### src/rtl/seven_segment_pkg.sv
// Shared definitions for the seven-segment scan controller: state encoding,
// default digit count and the all-anodes-off pattern.
package seven_segment_pkg;

   typedef enum logic [1:0] {
      ST_LOAD  = 2'd0,
      ST_SHOW  = 2'd1,
      ST_BLANK = 2'd2
   } state_t;

   localparam int DISP_DIGITS = 8;

   // Wide enough for any practical display; users truncate to their digit count.
   localparam logic [63:0] ANODE_OFF = '1;

endpackage

### src/rtl/seven_segment_scan.sv
// Time-multiplexed 7-segment scan: snapshots data/enables once per frame, then
// walks the digits with a SHOW window and an optional all-off BLANK gap each.
module seven_segment_scan
   import seven_segment_pkg::*;
#(
   parameter int NUM_DIGITS   = DISP_DIGITS,
   parameter int SHOW_CYCLES  = 100000,
   parameter int BLANK_CYCLES = 2000
) (
   input  logic                    clk,
   input  logic                    rst,
   input  logic [4*NUM_DIGITS-1:0] data_i,
   input  logic [NUM_DIGITS-1:0]   digit_en_i,
   output logic [3:0]              hex_o,
   output logic [NUM_DIGITS-1:0]   an_o,
   output logic                    frame_o
);

   localparam int IDX_W   = (NUM_DIGITS > 1) ? $clog2(NUM_DIGITS) : 1;
   localparam int CNT_MAX = (SHOW_CYCLES > BLANK_CYCLES) ? SHOW_CYCLES : BLANK_CYCLES;
   localparam int CNT_W   = (CNT_MAX > 1) ? $clog2(CNT_MAX) : 1;
   localparam bit HAS_BLANK = (BLANK_CYCLES > 0);

   localparam logic [CNT_W-1:0]      SHOW_LAST  = CNT_W'(SHOW_CYCLES - 1);
   localparam logic [CNT_W-1:0]      BLANK_LAST = CNT_W'(HAS_BLANK ? BLANK_CYCLES - 1 : 0);
   localparam logic [IDX_W-1:0]      IDX_LAST   = IDX_W'(NUM_DIGITS - 1);
   localparam logic [NUM_DIGITS-1:0] AN_OFF     = NUM_DIGITS'(ANODE_OFF);

   state_t                  r_state, w_state_nxt;
   logic [IDX_W-1:0]        r_idx, w_idx_nxt;
   logic [CNT_W-1:0]        r_cnt, w_cnt_nxt;
   logic [4*NUM_DIGITS-1:0] r_shadow;
   logic [NUM_DIGITS-1:0]   r_en;
   logic                    w_adv;

   always_ff @(posedge clk or posedge rst) begin
      if (rst) begin
         r_state  <= ST_LOAD;
         r_idx    <= '0;
         r_cnt    <= '0;
         r_shadow <= '0;
         r_en     <= '0;
      end else begin
         r_state <= w_state_nxt;
         r_idx   <= w_idx_nxt;
         r_cnt   <= w_cnt_nxt;
         if (r_state == ST_LOAD) begin
            r_shadow <= data_i;
            r_en     <= digit_en_i;
         end
      end
   end

   always_comb begin
      w_state_nxt = r_state;
      w_idx_nxt   = r_idx;
      w_cnt_nxt   = r_cnt;
      w_adv       = 1'b0;
      case (r_state)
         ST_LOAD: begin
            w_idx_nxt   = '0;
            w_cnt_nxt   = '0;
            w_state_nxt = ST_SHOW;
         end
         ST_SHOW: begin
            if (r_cnt == SHOW_LAST) begin
               w_cnt_nxt = '0;
               if (HAS_BLANK) w_state_nxt = ST_BLANK;
               else           w_adv       = 1'b1;
            end else begin
               w_cnt_nxt = r_cnt + 1'b1;
            end
         end
         ST_BLANK: begin
            if (r_cnt == BLANK_LAST) begin
               w_cnt_nxt = '0;
               w_adv     = 1'b1;
            end else begin
               w_cnt_nxt = r_cnt + 1'b1;
            end
         end
         default: w_state_nxt = ST_LOAD;
      endcase
      // Last digit closes the frame; otherwise step to the next slot.
      if (w_adv) begin
         if (r_idx == IDX_LAST) begin
            w_state_nxt = ST_LOAD;
         end else begin
            w_idx_nxt   = r_idx + 1'b1;
            w_state_nxt = ST_SHOW;
         end
      end
   end

   always_comb begin
      an_o = AN_OFF;
      if (r_state == ST_SHOW) an_o[r_idx] = ~r_en[r_idx];
   end

   // Nibble follows idx, so it naturally holds through BLANK and reads 0 in reset.
   assign hex_o   = r_shadow[{r_idx, 2'b00} +: 4];
   assign frame_o = (r_state == ST_LOAD) & ~rst;

endmodule

### config.mk
export PLATFORM = sky130hd
export DESIGN_NAME = seven_segment_scan
export DESIGN_NICKNAME = d
export VERILOG_FILES = /design/src/rtl/seven_segment_pkg.sv /design/src/rtl/seven_segment_scan.sv
export SDC_FILE = /design/constraint.sdc
export NUM_CORES = 1
export LEC_CHECK = 0
export BUFFER_PORTS_ARGS = -buffer_cell sky130_fd_sc_hd__buf_2
export CAP_MARGIN = 20
export CELL_PAD_IN_SITES_DETAIL_PLACEMENT = 1
export CELL_PAD_IN_SITES_GLOBAL_PLACEMENT = 1
export CORE_MARGIN = 2
export CORE_UTILIZATION = 44
export DETAILED_ROUTE_END_ITERATION = 10
export PLACE_DENSITY = 0.83
export SLEW_MARGIN = 20
export SYNTH_ARGS = -nofsm -noshare
export SYNTH_HDL_FRONTEND = slang
export SYNTH_SLANG_ARGS = --single-unit
### constraint.sdc
create_clock -name clk -period 2.9 [get_ports clk]
set_clock_uncertainty 0.05 [all_clocks]
set_input_delay 0.145 -clock clk [delete_from_list [all_inputs] [get_ports clk]]
set_output_delay 0.145 -clock clk [all_outputs]
set_load 0.05 [all_outputs]
### Word-level counts from Yosys, hierarchy flattened

Index checks and enable logic that the tools add are counted.

* register bits after elaboration: 62
* latch bits: 0
* memory bits (writable): 0
* bits in read-only memories: 0
* bits of input ports: 42
* output and inout port bits: 13
* memories: 0

* add/subtract/negate cells: 2
* multiply operators: 0
* div/mod/pow operators: 0
* magnitude comparators: 2
* eq/ne operators: 7
* shifts and indexed selects: 1
* muxes and demuxes: 17
* bitwise operators: 5
* reduce and logical (&&, ||, !) cells: 4

Operator list (number)
* $pmux W17 S3: 1
* $mux W17: 2
* $shiftx A32 B6 Y4: 1
* $add A17 B1 Y17 const B: 1
* $eq A17 B11 Y1 const B: 1
* $eq A17 B17 Y1 const B: 1
* $mux W3: 3
* $mux W8: 1
* $not A8 Y8: 1
* $or A8 B8 Y8: 1
* $pmux W2 S3: 1
* $mux W1: 5
* $lt A3 B4 Y1 const B: 1
* $mux W2: 2
* $add A3 B1 Y3 const B: 1
* $bmux W1 S3: 1
* $demux W1 S3: 1
* $eq A3 B3 Y1 const B: 1
* $ge A3 B1 Y1 const B: 1
* $ne A3 B3 Y1 const B: 1
* $reduce_bool A3 Y1: 1
* $eq A2 B1 Y1 const B: 1
* $eq A2 B2 Y1 const B: 1
* $logic_not A2 Y1: 1
* 5 further kinds: 6

### Longest topological paths before layout

Gate-level depths: netlist (run 1).

* word-level depth: 7
* depth in mapped cells: 8
* depth with buffers taken out: 6

### Worst setup path before layout (run 1)

Ideal clock, no wire load.

* path kind: flip-flop to output port
* from: reg r_state[0]
* to: out frame_o
* data arrival time: 1.942 ns
* required time: 2.705 ns
* setup slack: 0.763 ns
* cell stages (with the launch flop): 6
* buffers on the path: 2
* path through: dfrtp_1 -> inv_1 -> ha_1 -> clkbuf_1 -> clkbuf_1 -> nor2b_1

* longest elaborated chain between the ends: 2

RTL lines
* start: declaration: line seven_segment_scan.sv:29 `state_t r_state, w_state_nxt;`
* start signal: assignment: line seven_segment_scan.sv:44 `r_state <= w_state_nxt;`
* $logic_not A2 Y1: line seven_segment_scan.sv:102 `assign frame_o = (r_state == ST_LOAD) & ~rst;`
* $and A1 B1 Y1: line seven_segment_scan.sv:102
* end: declaration: line seven_segment_scan.sv:16 `output logic frame_o`

Every way passes these cells.

### Final worst setup path (run 1)

* from: reg r_state[1]
* to: reg r_cnt[5]

* longest elaborated chain between the ends: 2

RTL lines
* $eq A2 B2 Y1 (tied with other cells): line seven_segment_scan.sv:59 `case (r_state)`
* $pmux W17 S3 or $reduce_bool A3 Y1 (tied branches)
* end signal: assignment: line seven_segment_scan.sv:46 `r_cnt <= w_cnt_nxt;`
* end: declaration: line seven_segment_scan.sv:31 `logic [CNT_W-1:0] r_cnt, w_cnt_nxt;`

Several ways; a longest one is shown, not always the timed one.
A chain may end at the register's enable or synchronous reset.

==> results of run 1 <==
## kinds of logic (layout without fill, tap and decap cells)
kind of cell	Yosys count	after routing	synth area share
AOI/OAI and AO/OA	36	36	0.0810
adders and majority gates	7	7	0.0270
buffers and inverters	27	121	0.0336
DFF	62	62	0.479
muxes	56	56	0.222
and+or+nand+nor	95	95	0.158
## layout by cell type, fill, tap and decap left out, types with 2 or more instances in the layout
cell type,count
mux4_2,8
nand4_1,11
o311ai_0,2
dlygate4sd3_1,39
nand2_1,27
and2_1,6
bufinv_16,4
nor2_1,9
clkbuf_8,11
buf_4,6
o211ai_1,14
and3_1,4
o22ai_1,4
inv_1,5
buf_2,54
o21ai_0,7
nand3_1,14
o221ai_1,2
ha_1,6
and4_1,3
nor2b_1,8
nor3_1,7
dfrtp_1,62
mux2_1,2
mux2_2,44
mux2i_1,2
## how the worst max path moves through the flow
stage | endpoint | slack (ps) | cells past startpoint
2_1_floorplan | frame_o | 760 | 5
4_1_cts | r_cnt[5]$_DFFE_PP0P_ | 200 | 6
6_report | r_cnt[5]$_DFFE_PP0P_ | 210 | 6
5_1_grt | r_cnt[5]$_DFFE_PP0P_ | 80 | 7
3_3_place_gp | r_cnt[5]$_DFFE_PP0P_ | 420 | 6
3_5_place_dp | r_cnt[5]$_DFFE_PP0P_ | 260 | 6
## layer usage
layer  part of all wire  global-route usage  wire length [um]
met3              0.073              0.0830               936
met4              0.055               0.195               706
met2               0.50               0.560              6460
met5                  0                   0                 0
met1               0.37               0.391              4740
## state kept, by name, summed over array words and instances, names as in the netlist
register and cells:
r_shadow 32, r_cnt 17, r_en 8, r_idx 3
r_state 2
## power by group through the flow
stage / registers [mW] / logic, mW / clock network [mW]
global route: 0.918 / 0.170 / 1.15
floorplan: 0.918 / 0.0618 / 0
detailed placement: 0.927 / 0.106 / 0
finish: 0.916 / 0.159 / 1.13
global placement: 0.922 / 0.0999 / 0
CTS: 0.910 / 0.147 / 1.07
## worst register-to-register path: cells and delay by family (launching register included)
kind | cells | cell delay [ps]
AO/OA/AOI/OAI | 3 | 1360
adder cells (fa/ha/maj) | 1 | 450
flip-flops | 1 | 420
AND/OR/NAND/NOR | 1 | 140
buffers and inverters | 1 | 130
## cell type report
type,instances,area share
Tap cell,99,0.0289
Clock inverter,5,0.0301
Inverter,6,0.00526
Multi-Input combinational cell,194,0.373
Timing Repair Buffer,99,0.165
Sequential cell,62,0.362
Clock buffer,11,0.0354
## Yosys cell counts
master,instances
and3_1,4
o21ai_0,7
mux4_2,8
a21bo_2,1
nand2b_1,1
nor2_1,9
inv_1,6
buf_1,2
a21oi_1,1
nor4b_1,1
nand2_1,27
clkbuf_1,15
or4b_4,1
o22ai_1,4
o221ai_1,2
buf_4,1
a221o_1,1
a22oi_1,1
or3_1,1
nor2b_1,8
and4_1,3
mux2_2,44
dfrtp_1,62
a2bb2oi_1,1
o311ai_0,2
ha_1,7
nor3_1,7
and2_1,6
mux2i_1,2
nor4_4,1
mux2_1,2
buf_2,3
o2111ai_1,1
and3b_1,1
o211ai_1,14
a31oi_2,1
nand3_1,14
nand4_1,11
## per-stage QoR
| step | worst slack (ps) | instances |
|---|---|---|
| floorplan | 763 | 283 |
| global placement | 416 | 421 |
| detailed placement | 259 | 421 |
| CTS | 196 | 475 |
| global route | 75.4 | 476 |
| finish | 209 | 476 |
## timing repair
| item | 4_1_cts | 5_1_grt |
|---|---|---|
| hold buffers | 38 | 1 |
| hold endpoints to repair | 60 | 1 |
| endpoints found under the setup margin | 0 | 1 |
| resized for setup | 0 | 1 |
==> flow_metrics.env, run 1 <==
export IMPL_status="complete, but fails checks"
export IMPL_violations="negative hold slack"
export IMPL_synth_fp_nets=332
export IMPL_cts_buffers=9
export IMPL_tns_ps=0
export IMPL_p_sw_frac=0.235
export IMPL_rsz0062_at_grt="false"
export IMPL_firstDrtPassIters=5
export IMPL_r2r_start="r_state[1]$_DFFE_PP0P_"
export IMPL_ys_seq_elements=62
export IMPL_grt_pass1_vias=3323
export IMPL_yosys_area_top_type="dfrtp_1"
export IMPL_synth_cell_types=38
export IMPL_fmax_mhz=372
export IMPL_hp_start="digit_en_i[0]"
export IMPL_cp_required_ps=3080
export IMPL_holdPathEnd="r_en[0]$_DFFE_PP0P_"
export IMPL_slew_viol_final=0
export IMPL_place_area_sq_um=3600
export IMPL_io_buffers=54
export IMPL_core_area_sq_um=7180
export IMPL_clock_power_share=0.512
export IMPL_syn_to_final_growth_pct=32.0
export IMPL_startpoint="r_state[1]$_DFFE_PP0P_"
export IMPL_grtUsageTotal=0.334
export IMPL_place_congestion=0.764
export IMPL_wl_per_cell_um=27.0
export IMPL_yosysTopAreaCellShare=0.479
export IMPL_leakagePower_nw=1.86
export IMPL_r2r_slack_ps=210
export IMPL_critPathBufInv=1
export IMPL_power_density_nw_per_um2=515
export IMPL_hpwl_mm=6.18
export IMPL_fin_crit_ps=2690
export IMPL_grt_start_max_net_pins=27
export IMPL_clk_pin_slew_ps=80
export IMPL_clock_sinks=62
export IMPL_yosys_top_cells_area="dfrtp_1 48%, mux2_2 15%, mux4_2 5.6%"
export IMPL_hold_path_depth=2
export IMPL_grt_pass1_wl_mm=20.0
export IMPL_viasPerCell=6.20
export IMPL_finalWirelength_mm=12.8
export IMPL_slowest_delay_ps=580
export IMPL_synth_cells=283
export IMPL_max_slew_margin=0.474
export IMPL_hold_viol_final=1
export IMPL_num_rows=31
export IMPL_drt_iter0_markers=238
export IMPL_seq_area_sq_um=1550
export IMPL_io_pins=55
export IMPL_design_area_sq_um=4280
export IMPL_crit_chain="inv_1 -> ha_1 -> nand2_1 -> a21oi_2 -> o21ai_0 -> o311ai_0"
export IMPL_total_power_mw=2.21
export IMPL_cp_top_family="compound AO/OA/AOI/OAI gates"
export IMPL_netlist_area_sq_um=3240
export IMPL_vdd_drop_max_v=0.000419
export IMPL_drive_above_1_share=0.358
export IMPL_clk_latency_ps=370
export IMPL_ys_warn_count=0
export IMPL_worst_pin_slew_ps=788
export IMPL_dieWidth_um=89.8
export IMPL_seq_area_frac_synth=0.479
export IMPL_hold_path_class="primary input to flop"
export IMPL_arrival_ps=2870
export IMPL_reg2reg_depth=6
export IMPL_syn_avg_cell_area_sq_um=11.5
export IMPL_multi_input_area_sq_um=1600
export IMPL_p_int_mw=1.69
export IMPL_htree_levels=3
export IMPL_drv_cap=0
export IMPL_fillers=746
export IMPL_dieHeight_um=89.8
export IMPL_cts_root_buf="clkbuf_8"
export IMPL_whs_ps=-6.20
export IMPL_p_comb_frac=0.072
export IMPL_r2r_end="r_cnt[5]$_DFFE_PP0P_"
export IMPL_grt_overflow_total=0
export IMPL_drc=0
export IMPL_cts_tree="done"
export IMPL_crit_path_end_kind="flop"
export IMPL_final_core_util=0.597
export IMPL_detail_route_antenna_nets=0
export IMPL_fin_crit_sh=0.928
export IMPL_vias=2952
export IMPL_cts_path_max_buffers=2
export IMPL_start_util=0.452
export IMPL_seqPwrFrac=0.415
export IMPL_fin_nets=421
export IMPL_setup_viol=0
export IMPL_antenna_found_initial=0
export IMPL_die_area_sq_um=8070
export IMPL_diodes=0
export IMPL_post_cts_buffers=0
export IMPL_netSwitchingPower_mw=0.518
export IMPL_worstSetupPathType="flop to flop"
export IMPL_worstSetupStartpointType="flop"
export IMPL_cp_slowest_cell="a21oi_2"
export IMPL_critPathMaxFanout=14
No activity file was read; power rests on OpenSTA's default activity.
==> run 2: changes to the inputs <==
--- a/config.mk
+++ b/config.mk
@@ -13,6 +13,7 @@
 export CORE_UTILIZATION = 44
 export DETAILED_ROUTE_END_ITERATION = 10
 export PLACE_DENSITY = 0.83
+export REMOVE_ABC_BUFFERS = 1
 export SLEW_MARGIN = 20
 export SYNTH_ARGS = -nofsm -noshare
 export SYNTH_HDL_FRONTEND = slang
==> run 2 against run 1 <==
The run still ends with negative hold slack left. Sequential power decreased by 0.4%. Sequential share of layout area increased by 0.70 points. Register-to-register slack improved by 80 ps. Maximum frequency increased by 3.1%. Non-clock buffer count increased by 1. Hold slack got worse by 43 ps. Count of clock-buffer cells in the layout decreased by 2. Clock power decreased by 27%.
==> flow_metrics.env, run 2 (same netlist as run 1, synthesis figures left out) <==
export IMPL_fin_nets=422
export IMPL_cp_top_family="compound AO/OA/AOI/OAI gates"
export IMPL_drive_above_1_share=0.357
export IMPL_arrival_ps=2810
export IMPL_ctsResizeCount=0
export IMPL_crit_chain="ha_1 -> nand3_1 -> nor4_4 -> a21oi_1 -> buf_4 -> nor2_1 -> o311ai_0"
export IMPL_cts_tree="done"
export IMPL_diodes=0
export IMPL_rsz0062_at_grt="false"
export IMPL_clk_latency_ps=360
export IMPL_dieHeight_um=89.8
export IMPL_fin_crit_sh=0.900
export IMPL_core_area_sq_um=7180
export IMPL_reg_top3="r_shadow: 32 flops, r_cnt: 17 flops, r_en: 8 flops"
export IMPL_firstDrtPassIters=4
export IMPL_detail_route_antenna_nets=0
export IMPL_grt_start_max_net_pins=63
export IMPL_critPathMaxFanout=15
export IMPL_num_rows=31
export IMPL_whs_ps=-49.5
export IMPL_drv_cap=0
export IMPL_grt_pass1_wl_mm=16.8
export IMPL_violations="negative hold slack"
export IMPL_leakagePower_nw=1.82
export IMPL_viasPerCell=5.68
export IMPL_fmax_mhz=383
export IMPL_die_area_sq_um=8070
export IMPL_drc=0
export IMPL_tns_ps=0
export IMPL_cts_path_max_buffers=2
export IMPL_slew_viol_final=0
export IMPL_place_ws_ps=410
export IMPL_slowest_delay_ps=690
export IMPL_holdBufCountCts=37
export IMPL_io_pins=55
export IMPL_max_slew_margin=0.413
export IMPL_top_register="r_shadow"
export IMPL_cp_slowest_cell="a21oi_1"
export IMPL_drt_iter0_markers=140
export IMPL_hold_path_class="primary input to asynchronous set/reset pin"
export IMPL_setup_ws_ps=290
export IMPL_clk_pin_slew_ps=100
export IMPL_clock_power_share=0.437
export IMPL_largest_reg_flops=32
export IMPL_finalWirelength_mm=10.2
export IMPL_place_congestion=0.788
export IMPL_wl_per_cell_um=21.5
export IMPL_vdd_drop_max_v=0.000282
export IMPL_worst_pin_slew_ps=881
export IMPL_cp_required_ps=3090
export IMPL_seqPwrFrac=0.483
export IMPL_htree_levels=3
export IMPL_crit_path_end_kind="flop"
export IMPL_p_sw_frac=0.266
export IMPL_p_int_mw=1.38
export IMPL_cts_buffers=9
export IMPL_fin_crit_ps=2610
export IMPL_power_density_nw_per_um2=450
export IMPL_hold_viol_final=23
export IMPL_layout_common_cells="62 x dfrtp_1, 54 x buf_2, 44 x mux2_2, 39 x dlygate4sd3_1, 27 x nand2_1"
export IMPL_final_common_cell="dfrtp_1"
export IMPL_worstSetupStartpointType="flop"
export IMPL_start_util=0.452
export IMPL_dieWidth_um=89.8
export IMPL_netSwitchingPower_mw=0.503
export IMPL_hpwl_mm=5.82
export IMPL_grtUsageTotal=0.270
export IMPL_worstSetupPathType="flop to flop"
export IMPL_syn_to_final_growth_pct=29.5
export IMPL_cts_root_buf="clkbuf_8"
export IMPL_p_comb_frac=0.080
export IMPL_post_cts_buffers=0
export IMPL_vias=2708
export IMPL_antenna_found_initial=0
export IMPL_grt_pass1_vias=3106
export IMPL_setup_viol=0
export IMPL_status="complete, but fails checks"
export IMPL_grt_overflow_total=0
export IMPL_critPathBufInv=1
export IMPL_io_buffers=54
export IMPL_clock_sinks=62
[run 2: routing by layer]
layer / vias up / track usage / wire [um]
met5: - / 0 / 0
met2: 81 / 0.491 / 5540
met4: 0 / 0.159 / 513
li1: 1222 / - / -
met3: 34 / 0.0495 / 354
met1: 1371 / 0.293 / 3840
[run 2: cell type report]
type                            instances  area, sq um
Clock inverter                          7         80.1
Multi-Input combinational cell        194         1580
Sequential cell                        62         1550
Tap cell                               99          124
Timing Repair Buffer                  100          713
Clock buffer                            9          124
Inverter                                6         22.5
Fill cell                             778         2980
[run 2: through the flow]
step | hold WS, ps | cell area (sq um) | total power, mW | utilization | std cells
finish | -49.5 | 4200 | 1.89 | 0.585 | 477
global route | -0.758 | 4200 | 1.95 | 0.585 | 477
CTS | 0.309 | 4180 | 1.86 | 0.582 | 475
detailed placement | 333 | 3600 | 1.03 | 0.502 | 422
global placement | 327 | 3600 | 1.02 | 0.502 | 422
floorplan | 247 | 3160 | 0.980 | - | 262
[run 2: worst paths after layout]
path / from / to / slack (ps) / depth (start not counted)
hold / removal: rst / r_shadow[13]$_DFFE_PP0P_ / -50 / 3
hold reg to reg: r_en[3]$_DFFE_PP0P_ / r_en[3]$_DFFE_PP0P_ / 460 / 1
max in group asynchronous: rst / r_cnt[9]$_DFFE_PP0P_ / 2280 / 3
min in group clk: data_i[14] / r_shadow[14]$_DFFE_PP0P_ / 0 / 2
setup / recovery: r_cnt[0]$_DFFE_PP0P_ / r_cnt[2]$_DFFE_PP0P_ / 290 / 7
setup reg to reg: r_cnt[0]$_DFFE_PP0P_ / r_cnt[2]$_DFFE_PP0P_ / 290 / 7
[run 2: power by group through the flow]
stage | sequential, mW | combinational, mW | clock, mW
final | 0.912 | 0.151 | 0.824
after CTS | 0.910 | 0.146 | 0.800
after detailed placement | 0.926 | 0.106 | 0
after global routing | 0.914 | 0.163 | 0.870
after floorplan | 0.918 | 0.0618 | 0
after global placement | 0.921 | 0.0987 | 0
[run 2: worst min-delay path, delay by kind of cell]
| kind | cells | cell delay, ps |
|---|---|---|
| buf+inv | 3 | 770 |
